===== src/rtl/lsu_pkg.sv =====
// Shared types for the data-memory load/store unit: access sizes, FSM states
// and the byte-to-word address helper.
package lsu_pkg;

   localparam int unsigned XLEN = 32;

   typedef enum logic [1:0] {
      SZ_BYTE    = 2'b00,
      SZ_HALF    = 2'b01,
      SZ_WORD    = 2'b10,
      SZ_ILLEGAL = 2'b11
   } size_e;

   typedef enum logic [2:0] {
      IDLE,
      LOAD,
      STORE,
      RMW_RD,
      RMW_WR,
      RESP
   } state_e;

   function automatic logic [XLEN-1:0] word_addr(input logic [XLEN-1:0] byte_addr);
      return {byte_addr[XLEN-1:2], 2'b00};
   endfunction

endpackage


===== src/rtl/lsu_align.sv =====
// Combinational lane logic: extracts/extends a load lane from a memory word and
// merges sub-word store data into the old word for read-modify-write.
module lsu_align
   import lsu_pkg::*;
#(
   parameter int REG_SIZE = XLEN
) (
   input  logic [REG_SIZE-1:0] i_word,
   input  logic [1:0]          i_offset,
   input  size_e               i_size,
   input  logic                i_unsigned,
   input  logic [REG_SIZE-1:0] i_wdata,
   output logic [REG_SIZE-1:0] o_load_data,
   output logic [REG_SIZE-1:0] o_merged
);

   logic [REG_SIZE-1:0] w_byte_shift;
   logic [REG_SIZE-1:0] w_half_shift;
   logic [4:0]          w_byte_pos;
   logic [4:0]          w_half_pos;

   // Halves use addr[1] only; addr[0] is guaranteed clear for non-faulting halves.
   assign w_byte_pos   = {i_offset, 3'b000};
   assign w_half_pos   = {i_offset[1], 4'b0000};
   assign w_byte_shift = i_word >> w_byte_pos;
   assign w_half_shift = i_word >> w_half_pos;

   always_comb begin
      o_load_data = i_word;
      o_merged    = i_wdata;
      case (i_size)
         SZ_BYTE: begin
            o_load_data = {{(REG_SIZE-8){w_byte_shift[7] & ~i_unsigned}}, w_byte_shift[7:0]};
            o_merged    = i_word;
            o_merged[w_byte_pos +: 8] = i_wdata[7:0];
         end
         SZ_HALF: begin
            o_load_data = {{(REG_SIZE-16){w_half_shift[15] & ~i_unsigned}}, w_half_shift[15:0]};
            o_merged    = i_word;
            o_merged[w_half_pos +: 16] = i_wdata[15:0];
         end
         default: ;
      endcase
   end

endmodule


===== src/rtl/dmem_lsu.sv =====
// Memory-stage load/store initiator: one request at a time, sub-word stores via
// read-modify-write, single-cycle response pulse with load data or fault.
module dmem_lsu
   import lsu_pkg::*;
#(
   parameter int REG_SIZE       = XLEN,
   parameter int MEM_SIZE_IN_KB = 1,
   parameter int NO_OF_REGS     = MEM_SIZE_IN_KB*1024/4
) (
   input  logic                clk_i,
   input  logic                rst_i,
   input  logic                req_valid_i,
   output logic                req_ready_o,
   input  logic                req_we_i,
   input  logic [1:0]          req_size_i,
   input  logic                req_unsigned_i,
   input  logic [REG_SIZE-1:0] req_addr_i,
   input  logic [REG_SIZE-1:0] req_wdata_i,
   output logic                rsp_valid_o,
   output logic [REG_SIZE-1:0] rsp_rdata_o,
   output logic                rsp_fault_o,
   output logic                dmem_we_o,
   output logic [REG_SIZE-1:0] dmem_addr_o,
   output logic [REG_SIZE-1:0] dmem_wdata_o,
   input  logic [REG_SIZE-1:0] dmem_rdata_i
);

   localparam logic [REG_SIZE-1:0] KB_BYTES  = REG_SIZE'(MEM_SIZE_IN_KB*1024);
   localparam logic [REG_SIZE-1:0] NUM_WORDS = REG_SIZE'(NO_OF_REGS);

   state_e              r_state;
   state_e              w_state_next;
   logic                r_we;
   logic                r_unsigned;
   size_e               r_size;
   logic [REG_SIZE-1:0] r_addr;
   logic [REG_SIZE-1:0] r_wdata;
   logic [REG_SIZE-1:0] r_merged;
   logic [REG_SIZE-1:0] r_rsp_rdata;
   logic                r_rsp_fault;

   size_e               w_req_size;
   logic                w_accept;
   logic                w_misaligned;
   logic                w_out_of_range;
   logic                w_fault;
   logic [REG_SIZE-1:0] w_load_data;
   logic [REG_SIZE-1:0] w_merged;

   assign w_req_size     = size_e'(req_size_i);
   assign w_accept       = req_valid_i && req_ready_o;
   assign w_out_of_range = (req_addr_i >= KB_BYTES) ||
                           ({2'b00, req_addr_i[REG_SIZE-1:2]} >= NUM_WORDS);
   assign w_fault        = w_misaligned || w_out_of_range;

   always_comb begin
      w_misaligned = 1'b0;
      case (w_req_size)
         SZ_HALF:    w_misaligned = req_addr_i[0];
         SZ_WORD:    w_misaligned = (req_addr_i[1:0] != 2'b00);
         SZ_ILLEGAL: w_misaligned = 1'b1;
         default:    w_misaligned = 1'b0;
      endcase
   end

   lsu_align #(
      .REG_SIZE (REG_SIZE)
   ) u_align (
      .i_word      (dmem_rdata_i),
      .i_offset    (r_addr[1:0]),
      .i_size      (r_size),
      .i_unsigned  (r_unsigned),
      .i_wdata     (r_wdata),
      .o_load_data (w_load_data),
      .o_merged    (w_merged)
   );

   always_ff @(posedge clk_i) begin
      if (rst_i) begin
         r_state <= IDLE;
      end else begin
         r_state <= w_state_next;
      end
   end

   // Every output is forced low while reset is high so an interrupted RMW never writes.
   always_comb begin
      w_state_next = r_state;
      req_ready_o  = 1'b0;
      rsp_valid_o  = 1'b0;
      dmem_we_o    = 1'b0;
      dmem_addr_o  = '0;
      dmem_wdata_o = '0;
      if (!rst_i) begin
         if (r_state != IDLE) begin
            dmem_addr_o = word_addr(r_addr);
         end
         case (r_state)
            IDLE: begin
               req_ready_o = 1'b1;
               if (req_valid_i) begin
                  if (w_fault)                 w_state_next = RESP;
                  else if (!req_we_i)          w_state_next = LOAD;
                  else if (w_req_size == SZ_WORD) w_state_next = STORE;
                  else                         w_state_next = RMW_RD;
               end
            end
            LOAD:   w_state_next = RESP;
            STORE: begin
               dmem_we_o    = 1'b1;
               dmem_wdata_o = r_wdata;
               w_state_next = RESP;
            end
            RMW_RD: w_state_next = RMW_WR;
            RMW_WR: begin
               dmem_we_o    = 1'b1;
               dmem_wdata_o = r_merged;
               w_state_next = RESP;
            end
            RESP: begin
               rsp_valid_o  = 1'b1;
               w_state_next = IDLE;
            end
            default: w_state_next = IDLE;
         endcase
      end
   end

   always_ff @(posedge clk_i) begin
      if (rst_i) begin
         r_we        <= 1'b0;
         r_unsigned  <= 1'b0;
         r_size      <= SZ_BYTE;
         r_addr      <= '0;
         r_wdata     <= '0;
         r_merged    <= '0;
         r_rsp_rdata <= '0;
         r_rsp_fault <= 1'b0;
      end else begin
         if (w_accept) begin
            r_we        <= req_we_i;
            r_unsigned  <= req_unsigned_i;
            r_size      <= w_req_size;
            r_addr      <= req_addr_i;
            r_wdata     <= req_wdata_i;
            r_rsp_rdata <= '0;
            r_rsp_fault <= w_fault;
         end
         if (r_state == LOAD) begin
            r_rsp_rdata <= w_load_data;
         end
         if (r_state == RMW_RD) begin
            r_merged <= w_merged;
         end
      end
   end

   assign rsp_rdata_o = rst_i ? '0 : r_rsp_rdata;
   assign rsp_fault_o = rst_i ? 1'b0 : r_rsp_fault;

endmodule


===== config.mk =====
export PLATFORM = sky130hd
export DESIGN_NAME = dmem_lsu
export DESIGN_NICKNAME = d
export VERILOG_FILES = /design/src/rtl/lsu_pkg.sv /design/src/rtl/lsu_align.sv /design/src/rtl/dmem_lsu.sv
export SDC_FILE = /design/constraint.sdc
export NUM_CORES = 1
export LEC_CHECK = 0
export ABC_AREA = 1
export BUFFER_PORTS_ARGS = -buffer_cell sky130_fd_sc_hd__buf_2
export CAP_MARGIN = 40
export CELL_PAD_IN_SITES_DETAIL_PLACEMENT = 0
export CELL_PAD_IN_SITES_GLOBAL_PLACEMENT = 1
export CORE_ASPECT_RATIO = 0.75
export CORE_MARGIN = 4
export CORE_UTILIZATION = 39
export DETAILED_ROUTE_END_ITERATION = 7
export PLACE_DENSITY = 0.89
export SLEW_MARGIN = 10
export SYNTH_ARGS = -nofsm -noshare
export SYNTH_HDL_FRONTEND = slang
export SYNTH_SLANG_ARGS = --single-unit

===== constraint.sdc =====
create_clock -name clk_i -period 3.8 [get_ports clk_i]
set_clock_uncertainty 0.15 [all_clocks]
set_input_delay 0.57 -clock clk_i [delete_from_list [all_inputs] [get_ports clk_i]]
set_output_delay 0.57 -clock clk_i [all_outputs]
set_load 0.02 [all_outputs]

; Word-level counts from Yosys, hierarchy flattened
; Index checks and enable logic that the tools add are counted.
[totals]
latchBits = 0
elab_cells = 65
inputBits = 103
mem_count = 0
mem_bits_rw = 0
output_inout_bits = 100
ff_bits = 135
rom_bits = 0
[classes]
n_reduce_logical = 10
multipliers = 0
shift = 6
mux = 24
div_mod_pow = 0
magnitude_cmp = 2
n_addsub = 2
n_bitwise = 3
n_eq_ne = 10
[ops]
columns = cell, count
row1 = $mux 32, 6
row2 = $pmux 32 s2, 3
row3 = $bwmux 32, 2
row4 = $ge 32x11->1 const B, 1
row5 = $shift 16x7->32 const A, 1
row6 = $shift 8x7->32 const A, 1
row7 = $shiftx 16x7->32, 1
row8 = $shiftx 8x7->32, 1
row9 = $shr 32x5->16, 1
row10 = $shr 32x5->8, 1
row11 = $ge 30x9->1 const B, 1
row12 = $neg 5->7, 2
row13 = $pmux 3 s3, 1
row14 = $mux 1, 8
row15 = $eq 3x2->1 const B, 2
row16 = $eq 3x3->1 const B, 2
row17 = $mux 3, 2
row18 = $eq 2x1->1 const B, 2
row19 = $eq 2x2->1 const B, 2
row20 = $reduce_bool 2->1, 2
row21 = $eq 3x1->1 const B, 1
row22 = $logic_not 3->1, 1
row23 = $pmux 1 s3, 1
row24 = $reduce_bool 3->1, 1
row25 = 9 further kinds, 11

; Depth between registers and ports, before layout
; Gate-level depths: netlist (run 1).
[depth]
ltp_word = 6
ltp_mapped = 12
ltp_nobuf = 9

; Hierarchy
; A second synthesis (run 1) with hierarchy kept.
[unflattened]
hier_cells = 1221
hier_area_um2 = 7512.2
[by_module_without_submodules]
columns = mod, seq_area_each_um2, n_inst, area_each_um2, cells_each
row1 = dmem_lsu, 2702.6, 1, 5716.7, 814
row2 = lsu_align, 0.0, 1, 1795.5, 407

; Worst setup path before layout (run 1)
; No wires, ideal clock.
[synth_timing]
kind = input -> output
startpoint = in rst_i
endpoint = out rsp_valid_o
path_slack_ns = 1.398
arrival_ns = 1.682
stages = 3
path_cell_list = clkbuf_1 clkbuf_1 nor4_1
[synth_between]
elab_chain_cells = 1
[synth_rtl]
columns = item, line
row1 = start: declaration, dmem_lsu.sv:11  ; input logic rst_i,
row2 = $mux 1, dmem_lsu.sv:94  ; if (!rst_i) begin
row3 = end: declaration, dmem_lsu.sv:19  ; output logic rsp_valid_o,
; No other way between the ends.

; Worst setup path after layout (run 1)
[layout_timing]
startpoint = reg r_state[1]
endpoint = out dmem_wdata_o[28]
[layout_between]
elab_chain_cells = 3
word_cells_on_any_way = 4
classes_between = 2 x eq/ne / 2 x mux
[layout_rtl]
columns = item, line
row1 = start: declaration, dmem_lsu.sv:31  ; state_e r_state;
row2 = start signal: assignment, dmem_lsu.sv:82  ; r_state <= w_state_next;
row3 = $eq 3x3->1 / $eq 3x2->1 (equally long branches), dmem_lsu.sv:98  ; case (r_state)
row4 = $pmux 32 s2 *, dmem_lsu.sv:98
row5 = $mux 32 *, dmem_lsu.sv:94
row6 = end: declaration, dmem_lsu.sv:24  ; output logic [REG_SIZE-1:0] dmem_wdata_o,
; Mark *: on every way between the ends. The rest lies on a longest branch, timed or not.

==> impl_metrics.json, run 1 <==
{
  "finalCriticalPeriod_ns": 2.76,
  "route.detailed.drc": 0,
  "place.gp.congestion": 0.982,
  "ys_types": 37,
  "rows": 43,
  "required_ns": 3.08,
  "grt_pass1_wl_um": 39700,
  "port_buffers": 200,
  "synth_flop_cell": "dfxtp_1",
  "core_sq_um": 18500,
  "syn2layout_area_growth_pct": 22.2,
  "grt_pass1_vias": 7438,
  "synth_fa_ha_area_share_pct": 0.851,
  "fillCellCount": 1984,
  "die-width_um": 167,
  "die_h_um": 127,
  "layout.nets": 1397,
  "fin_tns_setup_ns": 0,
  "period_share_pct": 72.7,
  "fin_area_sq_um": 8980,
  "syn_inst": 1134,
  "synth_edf_count": 0,
  "path_class": "register to output port",
  "tightest_slew_ns": 0.655,
  "cp-start-kind": "register",
  "cts_sinks": 135,
  "synthSimpleGateAreaFrac_pct": 27.5,
  "cts_root_buf": "clkbuf_16",
  "clk_pin_slew_ns": 0.06,
  "holdBufCountCts": 0,
  "clk_latency_ns": 0.43,
  "ff2ff_path_depth": 10,
  "grt_remaining_overflow": 0,
  "dpl.hpwl_um": 18200,
  "ys_top_cells_by_count": "nand2_1, o21ai_0, dfxtp_1",
  "viasPerCell": 5.17,
  "synth_top_area_cell": "dfxtp_1",
  "cts_tree": "built",
  "rsz0062_at_grt": "false",
  "synthMuxAreaShare_pct": 0,
  "vdd.ir_drop.worst_v": 0.000228,
  "hold_viol": 0,
  "max_freq_mhz": 362,
  "status": "finished, final reports clean",
  "vias": 8011,
  "avgSynthCellArea_sq_um": 6.48,
  "slew_headroom_pct": 56.3,
  "slew_viol_final": 0,
  "path_max_fanout": 24,
  "cp.arrival_ns": 2.04,
  "dieArea_sq_um": 21100,
  "synth_top_family_by_area": "simple AND/OR/NAND/NOR gates",
  "whs_path_depth": 3,
  "grt_use_total_pct": 23.1,
  "cts.htree.levels": 4,
  "antenna_left": 0,
  "ys_seq_area_share_pct": 36.8,
  "synth_compound_area_share_pct": 24.2,
  "synthArstFlopShare_pct": 0,
  "clock_path_buffers": 2,
  "cp-end-kind": "output port",
  "drive_above_1_share_pct": 20.4,
  "yosys_warnings": 0,
  "leakage_nw": 4.10,
  "placed_area_sq_um": 8390,
  "setup_viol": 0,
  "synth_area_leaders": "dfxtp_1, nand2_1, o21ai_0, a21oi_1, nor2_1",
  "post_cts.repair.setup_buffers": 0,
  "routed_wl_um": 25100,
  "maxCapViolCount": 0,
  "powerDensity_nw_per_um2": 474,
  "ios": 203,
  "synth_top_area_share_pct": 36.8,
  "ys_seq_elements": 135,
  "dr.pass1.iters": 5,
  "cts_buffers": 17,
  "antenna_found_initial": 3,
  "initial_core_util_pct": 39.7,
  "synth.most_common_cell": "nand2_1",
  "synth_xor_area_share_pct": 0,
  "syn_area_sq_um": 7350,
  "grt_max_degree": 121,
  "wl_per_cell_um": 16.2,
  "cts_resized": 0,
  "first_iter_violations": 767,
  "hp-class": "input pin to register"
}
-- through the flow --
stage	instances	hold WS, ns	utilization (%)	total power, mW	worst slack, ns
detailed placement	1517	0.315	45.3	2.63	1.22
finish	1550	0.190	48.5	4.26	1.04
CTS	1549	0.175	48.5	4.28	1.07
global route	1550	0.196	48.5	4.47	0.952
floorplan	1135	0.295	-	2.35	1.40
global placement	1515	0.324	45.1	2.61	1.24
-- worst paths after layout --
| check | startpoint | endpoint | slack, ns |
|---|---|---|---|
| worst max-delay path | r_state[1] | dmem_wdata_o[28] | 1.04 |
| worst min-delay path | req_addr_i[3] | r_addr[3] | 0.19 |
| worst max register to register | r_addr[1] | r_merged[6] | 1.26 |
| worst min register to register | r_merged[30] | r_merged[30] | 0.33 |
-- state kept, by name, summed over array words and instances (netlist names) --
name and flops:
r_addr 32, r_merged 32, r_rsp_fault 1, r_rsp_rdata 32, r_size 2, r_state 3
r_unsigned 1, r_wdata 32
-- layer usage --
metal	vias to the layer above	wire length (um)	global-route usage, %
met5	-	27	0
met2	344	10700	34.3
met3	39	2350	5.92
met4	4	412	6.54
li1	4023	-	-
met1	3601	11600	33.3
-- area by class of cell --
| type | instances | area, sq um | area share, % |
|---|---|---|---|
| Multi-Input combinational cell | 829 | 3870 | 43.2 |
| Sequential cell | 135 | 2700 | 30.1 |
| Timing Repair Buffer | 213 | 1150 | 12.8 |
| Clock buffer | 19 | 433 | 4.82 |
| Inverter | 93 | 354 | 3.94 |
| Tap cell | 247 | 309 | 3.44 |
| Clock inverter | 13 | 151 | 1.69 |
| Antenna cell | 1 | 2.50 | 0.0279 |
-- report_power, final --
part	internal (mW)	total (mW)	switching [mW]	leakage, nW
clock	0.974	1.65	0.676	0.275
combinational	0.287	0.972	0.685	2.73
sequential	1.56	1.64	0.0800	1.10
-- layout by cell type, fill, tap and decap left out, drive strengths merged, types with 6 or more instances in the layout --
master and instances:
nand2 329, buf 213, o21ai 152, dfxtp 135, a21oi 120, nor2 117, inv 94, nand3 39
o22ai 26, o211ai 22, clkbuf 19, clkinv 7, o32ai 6
-- worst max-delay path: stages (launching register included) --
cell and delay [ns]:
dfxtp_1 0.40, nand3_1 0.38, buf_4 0.37, o22ai_1 0.24, buf_2 0.22
-- logic make-up after synthesis --
kind of cell	Yosys count
flops	135
compound gates	330
other cells	1
simple gates	492
fa+ha+maj	5
buf+inv	171
(Power assumes the default switching activity.)
==> run 2, diff against run 1 <==
--- a/config.mk
+++ b/config.mk
@@ -12,9 +12,9 @@
 export CELL_PAD_IN_SITES_GLOBAL_PLACEMENT = 1
 export CORE_ASPECT_RATIO = 0.75
 export CORE_MARGIN = 4
-export CORE_UTILIZATION = 39
+export CORE_UTILIZATION = 36
 export DETAILED_ROUTE_END_ITERATION = 7
-export PLACE_DENSITY = 0.89
+export PLACE_DENSITY = 0.83
 export SLEW_MARGIN = 10
 export SYNTH_ARGS = -nofsm -noshare
 export SYNTH_HDL_FRONTEND = slang
==> constraint.sdc (replaced) <==
create_clock -name clk_i -period 2.6 [get_ports clk_i]
set_clock_uncertainty 0.15 [all_clocks]
set_input_delay 0.39 -clock clk_i [delete_from_list [all_inputs] [get_ports clk_i]]
set_output_delay 0.39 -clock clk_i [all_outputs]
set_load 0.02 [all_outputs]
==> run 2 against run 1 <==
  * Global-route usage shrank 0.52 points
  * Register-to-register slack lost 0.88 ns
  * Final cell count grew 1.2%
  * Combinational power grew 50%
  * Cell area grew 1.2%
  * Flip-flop and latch count is the same
  * Via count grew 1.4%
  * Clock-buffer cell count shrank 1
  * Power grew 47%
  * Critical path depth grew 1
  * Largest cell class unchanged
  * Largest power group unchanged
==> impl_metrics.json, run 2 (same netlist as run 1, synthesis figures left out) <==
{
  "status": "finished, final reports clean",
  "finalPower_mw": 6.27,
  "cp-end-kind": "output port",
  "crit_slowest_cell": "dfxtp_1",
  "setup_viol": 0,
  "timing.final.ws_setup_ns": 0.193,
  "utilization_pct": 46.1,
  "tightest_slew_ns": 0.656,
  "cts_sinks": 135,
  "max_freq_mhz": 415,
  "post_cts.repair.setup_buffers": 0,
  "maxCapViolCount": 0,
  "clk_latency_ns": 0.43,
  "slew_headroom_pct": 56.2,
  "viasPerCell": 5.18,
  "final_common_cell": "nand2_1",
  "grt_pass1_vias": 7603,
  "fin_tns_setup_ns": 0,
  "place.gp.congestion": 0.906,
  "r2r_start": "r_addr[1]",
  "reg2reg_to": "r_merged[7]",
  "ff2ff_path_depth": 9,
  "first_iter_violations": 822,
  "cp.arrival_ns": 1.87,
  "core_sq_um": 19700,
  "drive_above_1_share_pct": 21.2,
  "cts_root_buf": "clkbuf_16",
  "rsz0062_at_grt": "false",
  "ff2ff_setup_slack_ns": 0.38,
  "leakage_nw": 4.16,
  "ios": 203,
  "finalCriticalPeriod_ns": 2.41,
  "dpl.hpwl_um": 19300,
  "startpoint": "r_state[0]",
  "cts_tree": "built",
  "path_class": "register to output port",
  "cp_cell_sequence": "nor2_2 -> nand2_2 -> buf_4 -> o22ai_1 -> buf_2",
  "vdd.ir_drop.worst_v": 0.000419,
  "grt_remaining_overflow": 0,
  "die-width_um": 173,
  "cts.htree.levels": 4,
  "powerDensity_nw_per_um2": 691,
  "period_share_pct": 92.6,
  "routed_wl_um": 26400,
  "cp-start-kind": "register",
  "vias": 8125,
  "grt_max_degree": 51,
  "hp-class": "input pin to register",
  "antenna_left": 0,
  "slew_viol_final": 0,
  "die_h_um": 132,
  "critPathMaxStageDelay_ns": 0.35,
  "rows": 44,
  "clk_pin_slew_ns": 0.06,
  "required_ns": 2.06,
  "syn2layout_area_growth_pct": 23.6,
  "port_buffers": 200,
  "timing.hold.ws_ns": 0.00948,
  "dieArea_sq_um": 22800,
  "grt_pass1_wl_um": 41800,
  "antenna_found_initial": 2,
  "dp_slack_ns": 0.464,
  "initial_core_util_pct": 37.3,
  "final_cell_mix": "nand2_1, buf_2, o21ai_0",
  "crit_path_end": "dmem_wdata_o[28]",
  "dr.pass1.iters": 5,
  "hold_viol": 0,
  "layout.nets": 1409,
  "grt_use_total_pct": 22.6,
  "wl_per_cell_um": 16.8,
  "clock_path_buffers": 2,
  "route.detailed.drc": 0,
  "cts_buffers": 17,
  "path_max_fanout": 25
}
-- run 2: cell count changes in the layout (fill, tap and decap cells not counted), moves of 2 or more --
cell | previous run | this run
clkinv_4 | 6 | 3
buf_4 | 9 | 18
inv_6 | 0 | 5
buf_12 | 2 | 4
clkbuf_1 | 2 | 0
dlygate4sd3_1 | 0 | 3
-- run 2: timing repair --
item                       CTS  global route
hold endpoints to repair     3             0
hold buffers                 3             0
gates resized for setup      0             2
setup endpoints to repair    0             7
-- run 2: layout make-up --
class | instances | area, sq um
Inverter | 93 | 354
Clock inverter | 14 | 139
Timing Repair Buffer | 225 | 1250
Clock buffer | 18 | 439
Multi-Input combinational cell | 829 | 3880
Tap cell | 253 | 317
Sequential cell | 135 | 2700
Fill cell | 2118 | 10600
Antenna cell | 1 | 2.50
-- run 2: per-stage QoR --
stage / cell area (sq um) / cells
final: 9080 / 1568
after global routing: 9080 / 1567
after CTS: 9070 / 1567
after detailed placement: 8460 / 1532
after global placement: 8460 / 1532
after floorplan: 7350 / 1135
-- run 2: worst max-delay path: cells and delay by family (launching register included) --
kind | cells | cell delay, ns
buf+inv | 2 | 0.48
flops | 1 | 0.35
simple gates | 2 | 0.32
compound gates | 1 | 0.27
-- run 2: how the worst min path moves through the flow --
stage | to | slack (ns) | from | cells after the start
after floorplan | r_merged[30] | 0.30 | r_merged[30] | 2
after global placement | r_merged[30] | 0.31 | r_merged[30] | 2
after detailed placement | r_merged[30] | 0.32 | r_merged[30] | 2
after CTS | r_addr[2] | 0.002 | req_addr_i[2] | 3
after global routing | r_wdata[7] | 0.006 | req_wdata_i[7] | 3
final | r_wdata[10] | 0.009 | req_wdata_i[10] | 3
-- run 2: per-layer routing --
| layer | wire length, um | GRT usage [%] | vias up |
|---|---|---|---|
| li1 | - | - | 4055 |
| met3 | 2140 | 6.05 | 35 |
| met1 | 12700 | 33.4 | 3729 |
| met4 | 419 | 6.20 | 4 |
| met5 | 29 | 0 | - |
| met2 | 11100 | 32.4 | 302 |
-- run 2: where the power goes --
part | internal (mW) | leakage (nW) | switching (mW)
logic | 0.435 | 2.79 | 1.03
registers | 2.27 | 1.10 | 0.117
clock network | 1.36 | 0.276 | 1.05
==> run 3, diff against run 2 <==
--- a/config.mk
+++ b/config.mk
@@ -5,17 +5,17 @@
 export SDC_FILE = /design/constraint.sdc
 export NUM_CORES = 1
 export LEC_CHECK = 0
-export ABC_AREA = 1
 export BUFFER_PORTS_ARGS = -buffer_cell sky130_fd_sc_hd__buf_2
 export CAP_MARGIN = 40
 export CELL_PAD_IN_SITES_DETAIL_PLACEMENT = 0
 export CELL_PAD_IN_SITES_GLOBAL_PLACEMENT = 1
 export CORE_ASPECT_RATIO = 0.75
 export CORE_MARGIN = 4
-export CORE_UTILIZATION = 36
+export CORE_UTILIZATION = 38
 export DETAILED_ROUTE_END_ITERATION = 7
+export HOLD_SLACK_MARGIN = 0.12
 export PLACE_DENSITY = 0.83
-export SLEW_MARGIN = 10
+export SLEW_MARGIN = 0
 export SYNTH_ARGS = -nofsm -noshare
 export SYNTH_HDL_FRONTEND = slang
 export SYNTH_SLANG_ARGS = --single-unit
==> run 3 against run 2 <==
  * Global-route usage up 0.84 points
  * Non-clock buffer count up 66
  * Utilization up 6.0 points
  * Largest power group is now sequential cells
  * Highest routed layer is now met4
==> impl_metrics.json, run 3 <==
{
  "slew_viol_final": 0,
  "syn_inst": 859,
  "first_iter_violations": 778,
  "ys_seq_elements": 135,
  "yosys_warnings": 0,
  "grt_max_degree": 116,
  "hp-class": "input pin to register",
  "cts_tree": "built",
  "finalPower_mw": 6.91,
  "p_comb_share_pct": 26.8,
  "die-width_um": 167,
  "die_h_um": 127,
  "layout.nets": 1197,
  "routed_wl_um": 25400,
  "crit_family": "flip-flops",
  "setup_viol": 0,
  "ios": 203,
  "antenna_left": 0,
  "synth_edf_count": 0,
  "switching_power_mw": 2.41,
  "p_seq_share_pct": 37.9,
  "viasPerCell": 5.53,
  "p_clk_share_pct": 35.3,
  "dr.pass1.iters": 5,
  "grt_remaining_overflow": 0,
  "syn2layout_area_growth_pct": 34.6,
  "powerDensity_nw_per_um2": 717,
  "clk_pin_slew_ns": 0.07,
  "cts_sinks": 135,
  "vdd.ir_drop.worst_v": 0.000409,
  "clk_latency_ns": 0.43,
  "grt_pass1_vias": 7000,
  "slew_headroom_pct": 38.8,
  "maxCapViolCount": 0,
  "cts_root_buf": "clkbuf_16",
  "fin_tns_setup_ns": 0,
  "ys_types": 50,
  "final_cells": 1349,
  "synth.most_common_cell": "nand2_1",
  "cts_buffers": 17,
  "dieArea_sq_um": 21100,
  "required_ns": 2.06,
  "synth_top_area_share_pct": 37.7,
  "post-place-cells": 1248,
  "antenna_found_initial": 0,
  "clock_path_buffers": 2,
  "drive_above_1_share_pct": 25.6,
  "path_class": "register to output port",
  "cp-start-kind": "register",
  "synthArstFlopShare_pct": 0,
  "route.detailed.drc": 0,
  "synth_top_area_cell": "dfxtp_1",
  "tightest_slew_ns": 0.911,
  "hold_viol": 0,
  "critPathMaxStageDelay_ns": 0.56,
  "cts.htree.levels": 4,
  "syn_area_sq_um": 7160,
  "vias": 7457,
  "path_max_fanout": 32,
  "ff2ff_setup_slack_ns": 0.40,
  "cp.arrival_ns": 1.93,
  "switching_share_pct": 34.8,
  "antenna_cells": 0,
  "cp_cell_sequence": "nor4b_4 -> buf_12 -> a22o_1 -> buf_2",
  "grt_use_total_pct": 23.5,
  "port_buffers": 200,
  "path_buf_inv": 2,
  "ys_top_cells_by_count": "nand2_1, dfxtp_1, clkbuf_1",
  "grt_pass1_wl_um": 39600,
  "place.gp.congestion": 0.871,
  "p_int_mw": 4.51,
  "cp-end-kind": "output port",
  "core_sq_um": 18500,
  "crit_slowest_cell": "dfxtp_1",
  "ys_seq_area_share_pct": 37.7,
  "final_common_cell": "buf_2",
  "leakage_nw": 4.15,
  "period_share_pct": 95.1,
  "wl_per_cell_um": 18.8,
  "max_freq_mhz": 404,
  "initial_core_util_pct": 38.7,
  "synth_flop_cell": "dfxtp_1",
  "finalCriticalPeriod_ns": 2.47,
  "rsz0062_at_grt": "false",
  "post_cts.repair.setup_buffers": 0,
  "rows": 43,
  "dpl.hpwl_um": 16900,
  "status": "finished, final reports clean",
  "final_cell_mix": "buf_2, nand2_1, dfxtp_1",
  "synth_area_leaders": "dfxtp_1, nand2_1, a221oi_1, a221o_1, nand3b_1",
  "avgSynthCellArea_sq_um": 8.34
}
[run 3: cells by family after synthesis]
| logic type | Yosys count | synth area share, % |
|---|---|---|
| AND/OR/NAND/NOR | 398 | 30.2 |
| AO/OA/AOI/OAI | 206 | 21.7 |
| flip-flops | 135 | 37.7 |
| buffers and inverters | 101 | 6.20 |
| multiplexers | 12 | 3.11 |
| adder cells (fa/ha/maj) | 5 | 0.874 |
| other | 1 | 0.0524 |
| XOR/XNOR | 1 | 0.122 |
[run 3: final cells by class]
| cell class | count | area (sq um) |
|---|---|---|
| multi-input combinational | 624 | 4050 |
| clock inverter | 15 | 170 |
| sequential | 135 | 2700 |
| timing repair buffer | 291 | 1910 |
| inverter | 20 | 75.1 |
| tap | 247 | 309 |
| fill | 1785 | 8870 |
| clock buffer | 17 | 425 |
[run 3: timing repair]
item,in CTS,in global routing
hold endpoints to repair,69,0
hold buffers,69,0
endpoints found under the setup margin,1,0
gates resized for setup,1,0
[run 3: path summary, 6_finish.rpt]
| check | startpoint | to | cells past startpoint |
|---|---|---|---|
| setup / recovery | r_state[1] | dmem_wdata_o[13] | 4 |
| hold / removal | dmem_rdata_i[31] | r_rsp_rdata[31] | 2 |
| hold reg to reg | r_addr[21] | r_addr[21] | 2 |
| setup reg to reg | r_state[0] | r_rsp_rdata[24] | 4 |
[run 3: metrics by stage]
stage / setup WS [ns] / hold slack, ns / util, % / instance area (sq um)
6_report: 0.126 / 0.158 / 52.1 / 9640
3_3_place_gp: 0.466 / 0.306 / 45.1 / 8350
3_5_place_dp: 0.429 / 0.306 / 45.1 / 8350
2_1_floorplan: 0.134 / 0.295 / - / 7170
4_1_cts: 0.0715 / 0.133 / 52.1 / 9640
5_1_grt: 0.00467 / 0.141 / 52.1 / 9640
[run 3: metal layers]
metal,global-route usage (%),vias to the layer above,wire [um]
met4,6.64,0,413
met5,0,-,0
li1,-,3567,-
met2,34.2,342,11100
met1,33.3,3515,11500
met3,7.63,33,2420
[run 3: power by group through the flow]
stage / clock (mW) / sequential [mW] / combinational, mW
after floorplan: 0 / 2.52 / 1.27
after global placement: 0 / 2.64 / 1.73
after detailed placement: 0 / 2.65 / 1.75
after CTS: 2.48 / 2.61 / 1.84
after global routing: 2.57 / 2.65 / 2.03
final: 2.44 / 2.62 / 1.85
